File: config.mk
export PLATFORM = sky130hd
export DESIGN_NAME = flappy_game_sequencer
export DESIGN_NICKNAME = d
export VERILOG_FILES = /design/src/rtl/flappy_game_sequencer.sv
export SDC_FILE = /design/constraint.sdc
export NUM_CORES = 1
export LEC_CHECK = 0
export CORE_ASPECT_RATIO = 1.25
export CORE_MARGIN = 2
export CORE_UTILIZATION = 60
export CTS_BUF_LIST = sky130_fd_sc_hd__clkbuf_2
export DETAILED_ROUTE_END_ITERATION = 8
export DONT_BUFFER_PORTS = 1
export PLACE_DENSITY_LB_ADDON = 0.25
export SYNTH_ARGS = -nofsm -noshare
export SYNTH_HDL_FRONTEND = slang
export SYNTH_SLANG_ARGS = --single-unit
File: constraint.sdc
create_clock -name clk -period 3.4 [get_ports clk]
set_input_delay 0.34 -clock clk [delete_from_list [all_inputs] [get_ports clk]]
set_output_delay 0.34 -clock clk [all_outputs]
set_load 0.02 [all_outputs]
File: src/rtl/flappy_game_sequencer.sv
// Round sequencer for the flappy bird core: button front end,
// live-only tick divider, round lifecycle and persistent high score.
module flappy_game_sequencer #(
   parameter int unsigned TICK_DIV            = 1048576,
   parameter int unsigned DEBOUNCE_CYCLES     = 1000000,
   parameter int unsigned GAMEOVER_TICKS      = 190,
   parameter int unsigned FLAP_COOLDOWN_TICKS = 4
) (
   input  logic       clk,
   input  logic       reset_n,
   input  logic       btn_start,
   input  logic       btn_flap,
   input  logic       hit,
   input  logic [7:0] score,
   output logic       core_reset,
   output logic       core_start,
   output logic       core_flap,
   output logic       tick,
   output logic [1:0] state,
   output logic [7:0] high_score,
   output logic       new_record
);

   localparam int unsigned TDW = $clog2(TICK_DIV + 1);
   localparam int unsigned DBW = $clog2(DEBOUNCE_CYCLES + 1);
   localparam int unsigned GW  = $clog2(GAMEOVER_TICKS + 1);
   localparam int unsigned CW  = $clog2(FLAP_COOLDOWN_TICKS + 1);

   typedef enum logic [1:0] {
      IDLE  = 2'b00,
      PLAY  = 2'b01,
      DYING = 2'b10,
      OVER  = 2'b11
   } state_t;

   state_t cur, nxt;

   // bit 0 = start button, bit 1 = flap button
   logic [1:0]     raw, sync1, sync2, db, db_q, press;
   logic [DBW-1:0] cnt [2];

   logic           live, live_nxt, tick_evt;
   logic [TDW-1:0] div;
   logic [GW-1:0]  die_cnt;
   logic [CW-1:0]  cool;
   logic           pending;

   assign raw   = {btn_flap, btn_start};
   assign press = db & ~db_q;
   assign state = cur;

   // Synchronise both buttons and accept a new level only after it has held steady
   always_ff @(posedge clk or negedge reset_n) begin
      if (!reset_n) begin
         sync1 <= '0;
         sync2 <= '0;
         db    <= '0;
         db_q  <= '0;
         for (int i = 0; i < 2; i++) cnt[i] <= '0;
      end else begin
         sync1 <= raw;
         sync2 <= sync1;
         db_q  <= db;
         for (int i = 0; i < 2; i++) begin
            if (sync2[i] == db[i]) begin
               cnt[i] <= '0;
            end else if (cnt[i] == DBW'(DEBOUNCE_CYCLES - 1)) begin
               db[i]  <= sync2[i];
               cnt[i] <= '0;
            end else begin
               cnt[i] <= cnt[i] + 1'b1;
            end
         end
      end
   end

   assign live     = (cur == PLAY) || (cur == DYING);
   assign live_nxt = (nxt == PLAY) || (nxt == DYING);
   assign tick_evt = live && (div == TDW'(TICK_DIV - 1));

   // Round lifecycle next-state decode
   always_comb begin
      nxt = cur;
      case (cur)
         IDLE:    if (press[0]) nxt = PLAY;
         PLAY:    if (hit) nxt = DYING;
         DYING:   if (tick && die_cnt == GW'(GAMEOVER_TICKS - 1)) nxt = OVER;
         OVER:    if (press[0]) nxt = IDLE;
         default: nxt = IDLE;
      endcase
   end

   // State, tick divider, dying tick count, core control and score bookkeeping
   always_ff @(posedge clk or negedge reset_n) begin
      if (!reset_n) begin
         cur        <= IDLE;
         div        <= '0;
         tick       <= 1'b0;
         die_cnt    <= '0;
         core_reset <= 1'b1;
         core_start <= 1'b0;
         high_score <= '0;
         new_record <= 1'b0;
      end else begin
         cur        <= nxt;
         tick       <= tick_evt;
         div        <= (live && live_nxt && !tick_evt) ? div + 1'b1 : '0;
         die_cnt    <= (cur != DYING) ? '0 : (tick ? die_cnt + 1'b1 : die_cnt);
         core_reset <= (nxt == IDLE);
         core_start <= (cur == IDLE) && (nxt == PLAY);
         if (cur == DYING && nxt == OVER) begin
            if (score > high_score) begin
               high_score <= score;
               new_record <= 1'b1;
            end else begin
               new_record <= 1'b0;
            end
         end else if (cur == OVER && nxt == IDLE) begin
            new_record <= 1'b0;
         end
      end
   end

   // Flap request latch, issue on a tick, then hold off further presses
   always_ff @(posedge clk or negedge reset_n) begin
      if (!reset_n) begin
         pending   <= 1'b0;
         cool      <= '0;
         core_flap <= 1'b0;
      end else begin
         core_flap <= 1'b0;
         if (cur != PLAY || hit) begin
            pending <= 1'b0;
            cool    <= '0;
         end else if (tick_evt && pending) begin
            core_flap <= 1'b1;
            pending   <= 1'b0;
            cool      <= CW'(FLAP_COOLDOWN_TICKS);
         end else begin
            if (tick_evt && cool != '0) cool <= cool - 1'b1;
            if (press[1] && !pending && cool == '0) pending <= 1'b1;
         end
      end
   end

endmodule

== Word level (Yosys, flattened, before mapping) ==
Cells that the tools add are included.
Operators by class
  $add $sub $neg: 5
  order comparisons: 1
  equality and inequality tests: 14
  muxes and demuxes: 23
  bitwise logic cells: 4
  reduce and logical (&&, ||, !) cells: 27
Operator list (count)
  20-bit two-way mux: 4
  20-bit by 1-bit adder with 20-bit output, second input constant: 2
  20-bit == test, second input constant: 2
  21-bit by 1-bit adder with 21-bit output, second input constant: 1
  21-bit by 20-bit == test with 1-bit output, second input constant: 1
  21-bit two-way mux: 1
  8-bit two-way mux: 2
  1-bit logical AND: 11
  3-bit two-way mux: 3
  3-bit nonzero test: 3
  8-bit by 1-bit adder with 8-bit output, second input constant: 1
  2-bit == test, second input constant: 4
  8-bit == test, second input constant: 1
  8-bit > comparator: 1
  1-bit two-way mux: 8
  2-bit two-way mux: 4
  2-bit case mux with 4 select lines: 1
  2-bit AND reduction: 3
  2-bit by 1-bit == test with 1-bit output, second input constant: 2
  2-bit zero test: 2
  2-bit nonzero test: 2
  3-bit zero test: 1
  1-bit logical OR: 3
  3-bit by 1-bit subtractor with 3-bit output, second input constant: 1
  other kinds (7): 10
Storage, ports and cells
  flip-flop bits (word level): 96
  input bits: 13
  logic and storage cells: 92

== Longest topological paths before layout ==
  word-level depth: 9
  mapped depth: 11

== Worst setup path before layout ==
Ideal clock, no wire load.
  path type: reg2reg
  start: register cur[0] (netlist: state[0])
  end: register high_score[0]
  setup time: 0.125 ns
  data arrival time: 2.709 ns
  required time: 3.275 ns
  path slack: 0.567 ns
  cell stages (with the launch flop): 11
  buffers on the path: 0
  clock period less this slack: 2.833 ns
  cell sequence: dfrtp_1 inv_1 ha_1 nor4_1 a211oi_1 a31oi_1 ha_1 nand2_1 a31o_2 a211oi_2 mux2_2
Between the ends
  longest elaborated chain between the ends: 5
  elaborated cells on any way between the ends: 12
  classes of those cells: eq/ne: 4; mux: 5; reduce/logical: 3
RTL lines
  start: declaration: line 36  | state_t cur, nxt;
  start signal: assignment: line 105  | cur <= nxt;
  2-bit == test, or another cell as far along: line 84  | case (cur)
  2-bit case mux with 4 select lines (*): line 84
  net nxt[0]: line 36
  2-bit == test (*): line 111  | if (cur == DYING && nxt == OVER) begin
  1-bit logical AND (*): line 111
  2-bit AND reduction (no line) (*)
  end signal: assignment: line 113  | high_score <= score;
  end: declaration: line 20  | output logic [7:0] high_score,
The timed path passes the listed nets; every way through them passes the cells marked *.
A chain may end at the register's enable or synchronous reset.

== Final worst setup path ==
  start: register cur[0] (netlist: state[0])
  end: register high_score[7]
The elaborated chain is that of the path after synthesis.

==> flow_summary.json <==
{
  "synth_edf_count": 0,
  "leakagePower_nw": 2.20,
  "p_per_area_nw_per_um2": 328,
  "yosys.area.top_type_share": 0.491,
  "comb_power_share": 0.042,
  "avgSynthCellArea_um2": 10.3,
  "fmax_mhz": 340,
  "die_w_um": 84.4,
  "drive_gt1_frac": 0.0933,
  "hpwl_mm": 5.83,
  "antenna_cells": 0,
  "reg2reg_from": "state[0]",
  "path_common_cell": "ha_1",
  "total_power_mw": 1.70,
  "start_kind": "register",
  "synth_area_leaders": "dfrtp_1 49%, ha_1 5.9%, xnor2_1 4.7%",
  "clock-sinks": 96,
  "place.gp.congestion": 0.811,
  "hp-class": "primary input to register",
  "grt-ovfl-total": 0,
  "power_frac_clock": 0.275,
  "finalClockSkew_ns": 0.0221,
  "first_global_vias": 3575,
  "wl_mm": 8.59,
  "slowest_stage": "dfrtp_1",
  "cp_max_fo": 9,
  "grt_usage": 0.209,
  "seq_power_share": 0.683,
  "holdWs_ns": 0.0928,
  "syn_inst": 471,
  "finalNonFillerCells": 588,
  "vias_per_cell": 5.88,
  "rrSetupSlack_ns": 0.46,
  "cp-endpoint": "high_score[7]",
  "slew_headroom": 0.201,
  "cts_buffers": 9,
  "cts_root_buf": "clkbuf_2",
  "critPathKind": "register to register",
  "dieArea_um2": 8810,
  "crit_arrival_ns": 3.39,
  "dpl.cell_count": 559,
  "ys_top_cells_by_count": "95 x dfrtp_1, 51 x nor2_1, 29 x inv_1",
  "synth_cell_types": 56,
  "status": "complete, no violations",
  "grt_pass1_wl_mm": 15.2,
  "synth.most_common_cell": "dfrtp_1",
  "crit_path_start": "state[0]",
  "cpPeakStageDelay_ns": 0.60,
  "r2r_cells": 11,
  "syn_to_final_growth_pct": 6.98,
  "cts_buffer_depth": 2,
  "ys_seq_area_frac": 0.496,
  "crit_buf_inv": 2,
  "worst_slack_ns": 0.460,
  "vias": 3457,
  "period_share": 0.865,
  "drc": 0,
  "drtAntennaViolNets": 0,
  "post-cts-setup-buffers": 0,
  "io_buffers": 0,
  "rows": 36,
  "clock_latency_ns": 0.54,
  "dr.pass1.iters": 4,
  "cts.repair.resized": 0,
  "drt_iter0_drc": 201,
  "dp_worst_setup_slack_ns": 0.487,
  "crit_chain": "inv_1, ha_1, nor4_1, a211oi_1, a31oi_1, ha_1, nand2_1, a31o_2, a211oi_2, buf_4, mux2_2",
  "antenna_found_initial": 0,
  "tns_ns": 0,
  "yosysTopAreaCell": "dfrtp_1",
  "synth_fp_nets": 507,
  "placed_area_um2": 4940,
  "initial_core_util": 0.618,
  "ys_ff_latch": 96,
  "die_height_um": 104,
  "cp.depth": 11,
  "async_reset_ff_frac": 1.00,
  "ioPinCount": 28,
  "final-setup-viol-count": 0,
  "r2r-end": "high_score[7]",
  "ys_warn_count": 0,
  "maxSlewViolCount": 0,
  "rsz0062_at_grt": "false",
  "p_sw_mw": 0.422,
  "fill_cells": 609,
  "cp_data_required_time_ns": 3.85,
  "htree_levels": 3,
  "utilization": 0.661,
  "power_switching_share": 0.248,
  "final-hold-violation-count": 0,
  "power.internal_mw": 1.28,
  "grt_max_degree": 97,
  "core_area_um2": 7840,
  "maxCapViolations": 0,
  "period_needed_ns": 2.94,
  "tightest_slew_ns": 1.20,
  "stdcell_area_um2": 5180,
  "synth_ff_type": "dfrtp_1",
  "worst_path_dominant_cell_family": "compound AO/OA/AOI/OAI gates",
  "wire_per_inst_um": 14.6,
  "cts_tree": "built",
  "peakVddDrop_uv": 217,
  "clkTransAtPathRegs_ns": 0.23,
  "nNetsFinal": 524,
  "endpoint_kind": "register",
  "syn_area_um2": 4840
}
[state kept, by name, summed over array words and instances (netlist names), 2 cells and up]
| name | cells |
|---|---|
| db | 2 |
| cool | 3 |
| die_cnt | 8 |
| sync1 | 2 |
| div | 21 |
| db_q | 2 |
| cnt | 40 |
| sync2 | 2 |
| high_score | 8 |
| state | 2 |
[worst min path at each step]
stage / endpoint / slack [ns] / start / cells after the start
3_3_place_gp: high_score[2] / 0.05 / reset_n / 0
5_1_grt: cool[2] / 0.04 / hit / 2
2_1_floorplan: cnt[0] / 0.04 / reset_n / 0
3_5_place_dp: high_score[2] / 0.05 / reset_n / 0
6_report: cool[2] / 0.09 / hit / 2
4_1_cts: cool[2] / 0.05 / hit / 2
[area by class of cell]
class,count,area [um^2],share of cell area
clock buffer,11,55.1,0.0106
clock inverter,5,33.8,0.00652
timing repair buffer,17,178,0.0343
multi-input combinational,335,2280,0.441
tap,95,119,0.0229
inverter,29,109,0.0210
sequential,96,2400,0.464
[kinds of logic after synthesis]
family	Yosys count	synth area share
AOI/OAI and AO/OA	58	0.0817
xor gates and xnor gates	46	0.0832
adders and majority gates	23	0.0594
buffers and inverters	40	0.0333
DFF	96	0.496
muxes	11	0.0253
and+or+nand+nor	197	0.221
[power by group through the flow]
stage	Combinational [mW]	Clock, mW	Sequential, mW
after CTS	0.0738	0.487	1.16
after floorplan	0.0275	0	1.18
after detailed placement	0.0358	0	1.18
final	0.0716	0.468	1.16
after global routing	0.0817	0.527	1.16
after global placement	0.0340	0	1.18
[what timing repair did]
action / in CTS / in global routing
hold buffers: 13 / 0
hold endpoints to repair: 110 / 0
setup endpoints to repair: 0 / 0
[layer usage]
metal	track usage	routed length (um)
met1	0.250	3760
met2	0.373	4410
met3	0.0421	326
met4	0.0737	91
met5	0	0
[worst reg2reg max path, delay by kind of cell, from the launching register on]
kind,cells,cell delay [ns]
AND/OR/NAND/NOR,2,0.36
buffers and inverters,2,0.35
adder cells (fa/ha/maj),2,0.47
multiplexers,1,0.35
AO/OA/AOI/OAI,4,0.74
flip-flops,1,0.60
[placed cells by master (no fill, tap or decap), types with 2 or more instances in the layout]
cell / netlist / final
and2_1: 11 / 11
a31o_2: 3 / 3
o2bb2ai_1: 2 / 2
xnor2_1: 26 / 26
or4_1: 5 / 5
o31ai_2: 1 / 2
mux2_2: 10 / 10
ha_1: 23 / 23
inv_1: 29 / 29
dlygate4sd3_1: 0 / 12
nor2_1: 51 / 51
and3_1: 7 / 7
nand4_1: 20 / 20
o31ai_1: 5 / 4
nor2b_1: 5 / 5
clkbuf_2: 1 / 11
nand3_1: 21 / 21
a21oi_1: 16 / 16
or3_1: 14 / 14
buf_4: 1 / 4
clkinvlp_4: 0 / 4
xor2_1: 20 / 20
dfrtp_1: 95 / 95
a21o_1: 3 / 3
nand2_1: 22 / 22
nand2b_1: 2 / 2
nor3_1: 10 / 10
o21ai_0: 14 / 14
and4_1: 4 / 4
nor4_1: 13 / 13
a211oi_1: 3 / 3
Power figures use the tool's default switching activity.
